$ cat src/rtl/ifetch_queue.sv
// Instruction fetch queue: owns the fetch PC, issues in-order memory requests and
// buffers PC-tagged instructions for decode; redirects flush and restart fetch.
module ifetch_queue #(
    parameter int unsigned DEPTH    = 4,
    parameter logic [31:0] RESET_PC = 32'h0000_0000
) (
    input  logic                     clk,
    input  logic                     reset,
    input  logic                     redirect_valid,
    input  logic [31:0]              redirect_pc,
    output logic                     mem_req_valid,
    output logic [31:0]              mem_req_addr,
    input  logic                     mem_req_ready,
    input  logic                     mem_resp_valid,
    input  logic [31:0]              mem_resp_data,
    output logic                     out_valid,
    output logic [31:0]              out_inst,
    output logic [31:0]              out_pc,
    input  logic                     out_ready,
    output logic [$clog2(DEPTH):0]   occupancy
);

    localparam int unsigned PTR_W = (DEPTH > 1) ? $clog2(DEPTH) : 1;
    localparam int unsigned CNT_W = $clog2(DEPTH) + 1;

    logic [31:0]      fetch_pc;
    logic [31:0]      slot_pc   [DEPTH];
    logic [31:0]      slot_data [DEPTH];
    logic [DEPTH-1:0] slot_filled;
    logic [PTR_W-1:0] alloc_ptr;
    logic [PTR_W-1:0] fill_ptr;
    logic [PTR_W-1:0] rd_ptr;
    logic [CNT_W-1:0] alloc_count;
    logic [CNT_W-1:0] discard;
    logic             started;

    logic             accept;
    logic             pop;
    logic [CNT_W-1:0] filled_cnt;
    logic [CNT_W-1:0] outstanding;
    logic [CNT_W-1:0] redirect_discard;
    logic [CNT_W:0]   budget;
    logic [1:0]       unused_pc_bits;

    assign unused_pc_bits = redirect_pc[1:0];

    // Issue is held off for one cycle after reset and whenever the slots plus
    // stale in-flight responses already cover the whole queue.
    assign budget        = {1'b0, alloc_count} + {1'b0, discard};
    assign mem_req_valid = started && !reset && !redirect_valid && (budget < (CNT_W+1)'(DEPTH));
    assign mem_req_addr  = fetch_pc;
    assign accept        = mem_req_valid && mem_req_ready;

    assign out_valid = slot_filled[rd_ptr] && !redirect_valid && !reset;
    assign out_inst  = slot_data[rd_ptr];
    assign out_pc    = slot_pc[rd_ptr];
    assign pop       = out_valid && out_ready;
    assign occupancy = alloc_count;

    // Allocated-but-unfilled slots are exactly the requests still in flight.
    always_comb begin
        filled_cnt = '0;
        for (int i = 0; i < DEPTH; i++) begin
            filled_cnt = filled_cnt + CNT_W'(slot_filled[i]);
        end
    end

    assign outstanding      = alloc_count - filled_cnt;
    assign redirect_discard = discard + outstanding - CNT_W'(mem_resp_valid);

    always_ff @(posedge clk) begin
        if (reset) begin
            fetch_pc    <= RESET_PC;
            slot_filled <= '0;
            alloc_ptr   <= '0;
            fill_ptr    <= '0;
            rd_ptr      <= '0;
            alloc_count <= '0;
            discard     <= '0;
            started     <= 1'b0;
        end else begin
            started <= 1'b1;
            if (redirect_valid) begin
                fetch_pc    <= {redirect_pc[31:2], 2'b00};
                slot_filled <= '0;
                alloc_ptr   <= '0;
                fill_ptr    <= '0;
                rd_ptr      <= '0;
                alloc_count <= '0;
                discard     <= redirect_discard;
            end else begin
                if (accept) begin
                    slot_pc[alloc_ptr] <= fetch_pc;
                    alloc_ptr          <= alloc_ptr + PTR_W'(1);
                    fetch_pc           <= fetch_pc + 32'd4;
                end
                if (pop) begin
                    slot_filled[rd_ptr] <= 1'b0;
                    rd_ptr              <= rd_ptr + PTR_W'(1);
                end
                // Responses owed to flushed requests are swallowed before any slot fills.
                if (mem_resp_valid) begin
                    if (discard != '0) begin
                        discard <= discard - CNT_W'(1);
                    end else begin
                        slot_data[fill_ptr]   <= mem_resp_data;
                        slot_filled[fill_ptr] <= 1'b1;
                        fill_ptr              <= fill_ptr + PTR_W'(1);
                    end
                end
                case ({accept, pop})
                    2'b10:   alloc_count <= alloc_count + CNT_W'(1);
                    2'b01:   alloc_count <= alloc_count - CNT_W'(1);
                    default: alloc_count <= alloc_count;
                endcase
            end
        end
    end

endmodule

$ cat config.mk
export PLATFORM = sky130hd
export DESIGN_NAME = ifetch_queue
export DESIGN_NICKNAME = d
export VERILOG_FILES = /design/src/rtl/ifetch_queue.sv
export SDC_FILE = /design/constraint.sdc
export NUM_CORES = 1
export LEC_CHECK = 0
export ABC_CLOCK_PERIOD_IN_PS = 11300
export BUFFER_PORTS_ARGS = -buffer_cell sky130_fd_sc_hd__buf_2
export CAP_MARGIN = 40
export CORE_MARGIN = 4
export CORE_UTILIZATION = 55
export CTS_BUF_LIST = sky130_fd_sc_hd__clkbuf_2
export DETAILED_ROUTE_END_ITERATION = 8
export PLACE_DENSITY = 0.85
export SYNTH_ARGS = -nofsm -noshare
export SYNTH_HDL_FRONTEND = slang
export SYNTH_SLANG_ARGS = --single-unit
$ cat constraint.sdc
create_clock -name clk -period 11.3 [get_ports clk]
set_clock_uncertainty 0.2 [all_clocks]
set_input_delay 3.39 -clock clk [delete_from_list [all_inputs] [get_ports clk]]
set_output_delay 3.39 -clock clk [all_outputs]
set_load 0.03 [all_outputs]
==> summary.md <==
| Metric | Value |
|---|---|
| Run status | `finished, final reports clean` |
| Num CTS Buffers | `69` |
| Via Count | `7045` |
| Root Driver | `clkbuf_2` |
| Max-slew violations | `0` |
| Io pins | `171` |
| Wire per inst | `20.4 microns` |
| Core Area | `21200 sq um` |
| Chip Height | `156 microns` |
| Most frequent cells in the layout | `edfxtp_1, buf_2, clkbuf_2` |
| Post-CTS setup buffers | `0` |
| Fmax | `0.122 GHz` |
| Leakage | `0.00495 uW` |
| CTS sink count | `297` |
| Hold Crit Start | `alloc_ptr[1]$_SDFFE_PP0P_` |
| Avg Cell Area, Syn | `17.4 sq um` |
| Layout cells sized above 1 | `38.4%` |
| Initial core utilization | `56.5%` |
| WS Path Type | `in2out` |
| CTS Buffer Depth | `3` |
| Worst-margin pin slew | `812 ps` |
| # port buffers | `164` |
| GRT overflow | `0` |
| CP Capture Type | `output pin` |
| Initial antenna violation count | `1` |
| P&R area growth vs syn | `14.8%` |
| Post-route ant nets | `0` |
| Startpoint types | `input port` |
| Max_slew headroom | `45.8%` |
| Final WS setup | `3100 ps` |
| Setup TNS | `0 ps` |
| DP Worst Slack | `3140 ps` |
| CP required | `7710 ps` |
| Setup violations, final | `0` |
| Die W | `156 microns` |
| Hold buffer count at CTS | `0` |
| HP Class | `reg2reg` |
| Total Routing Usage GR | `21.0%` |
| Crit Reg-Reg Startpoint | `slot_filled[0]$_SDFF_PP0_` |
| Multi-input gate area | `3290 sq um` |
| Die area | `24200 sq um` |
| Vias per inst | `5.72` |
| #FFs+latches synth | `297` |
| Num rows | `53` |
| Worst Path Max Fanout | `38` |
| Asr flop ratio synth | `0%` |
| Nets | `1000` |
| Register area share after synthesis | `70.3%` |
| Worst-path clk slew | `110 ps` |
| Cell area after synthesis | `12000 sq um` |
| CTS tree | `done` |
| Power Density | `153 nW/um^2` |
| Tmin final | `8200 ps` |
| Fillers | `1516` |
| Initial DRT Pass Iterations | `5` |
| CTS H-Tree Depth | `3` |
| Post-DP HPWL | `15800 microns` |
| Cell count of the worst hold path | `2` |
| Iter 0 DRT Violations | `701` |
| Worst setup path startpoint | `redirect_valid` |
| Arr. time, crit path | `4610 ps` |
| Reg2reg path depth | `13` |
| Post-synth EDFFs | `248` |
| Remaining DRCs | `0` |
| Seq. cell area | `8430 sq um` |
| Peak VDD IR | `59.4 uV` |
| Mapped Cells | `689` |
| Yosys cell types | `59` |
| Final hold violation count | `0` |
| Most common cell after layout, fill and taps aside | `edfxtp_1` |
| Post-Place Cells | `1107` |
| Skew-Pair Late Insertion Delay | `740 ps` |
| Max Cap Violations | `0` |
| RSZ-0062 raised after global routing | `no` |
| Pin count of the biggest net entering global routing | `47` |
| Yosys warnings | `0` |
| Post-CTS sizing | `0` |
| Vias in the first global route | `7352` |
| DRT Wirelength | `25200 microns` |
| Global-route wire length before repair | `39500 microns` |
| Placer Congestion | `0.856` |
| Synth Flop Type | `edfxtp_1` |
| Finished Layout Cells | `1231` |
| Final period utilization | `72.6%` |
## worst max-delay path, stage by stage
cell and delay [ps]:
buf_2 330, nor2_2 420, and3_1 250, buf_2 200
## report_power, final
| group | switching (uW) | internal (uW) | leakage (uW) | total, uW |
|---|---|---|---|---|
| Combinational | 107 | 62.6 | 0.00178 | 170 |
| Clock | 395 | 313 | 0.000509 | 708 |
| Sequential | 23.9 | 1210 | 0.00266 | 1230 |
| Total | 527 | 1580 | 0.00495 | 2110 |
## synthesized netlist by cell type, types with 4 or more instances
master / instances / share of area [%]
a31o_2: 4 / 0.29
a21oi_1: 27 / 1.1
fa_1: 6 / 1.0
nand3_1: 17 / 0.71
dfxtp_1: 49 / 8.2
edfxtp_1: 248 / 62
xor2_1: 7 / 0.51
and3_1: 6 / 0.31
inv_1: 28 / 0.88
ha_1: 21 / 2.2
mux4_2: 63 / 12
o21ai_0: 11 / 0.46
buf_4: 5 / 0.31
and2_1: 12 / 0.63
a22oi_1: 6 / 0.38
xnor2_1: 10 / 0.73
clkbuf_1: 15 / 0.47
a31oi_1: 9 / 0.47
nand2_1: 37 / 1.2
buf_2: 10 / 0.42
o211ai_1: 5 / 0.31
nor3_1: 7 / 0.29
nand4_1: 7 / 0.37
nor2_1: 21 / 0.66
or3_1: 8 / 0.42
## registers in the layout, indices dropped and copies added, names as in the netlist, named ones only
register / count
fill_ptr: 2
mem_req_addr: 30
slot_pc: 120
alloc_ptr: 2
occupancy: 3
discard: 3
slot_data: 128
rd_ptr: 2
slot_filled: 4
started: 1
## path summary, 6_finish.rpt
check / slack (ps) / endpoint
max: 3100 / mem_req_valid
min: 310 / alloc_ptr[1]$_SDFFE_PP0P_
max reg2reg: 7470 / discard[2]$_SDFFE_PP0P_
min reg2reg: 310 / alloc_ptr[1]$_SDFFE_PP0P_
## cell families (layout without fill, tap and decap cells)
kind of cell	count (synthesis)	in the layout	synth area share (%)
AOI/OAI and AO/OA	81	81	4.39
and+or+nand+nor	137	137	6.48
muxes	65	65	12.0
xor gates and xnor gates	17	17	1.24
other	1	5	0.0313
buffers and inverters	64	327	2.41
adders and majority gates	27	27	3.19
DFF	297	297	70.3
## metal layers
layer,share of wire (%),global-route usage (%)
met2,52,34.8
met3,6.6,4.19
met4,3.5,10.6
met5,0,0
met1,38,26.7
## through the flow
stage	power, uW	hold slack, ps	area, sq um	utilization, %
after floorplan	1370	269	12000	-
after global placement	1420	287	13100	61.6
after detailed placement	1430	296	13100	61.7
after CTS	2140	313	13800	64.9
after global routing	2220	345	13800	64.9
final	2110	308	13800	64.9
## final cells by class
cell class / instances / area share (%)
diodes: 1 / 0.0182
clock buffers: 104 / 3.78
clock inverters: 19 / 1.13
inverters: 29 / 0.809
multi-input cells: 331 / 23.9
flip-flops and latches: 297 / 61.3
well taps: 275 / 2.50
repair buffers: 175 / 6.62
(Power assumes the default switching activity.)
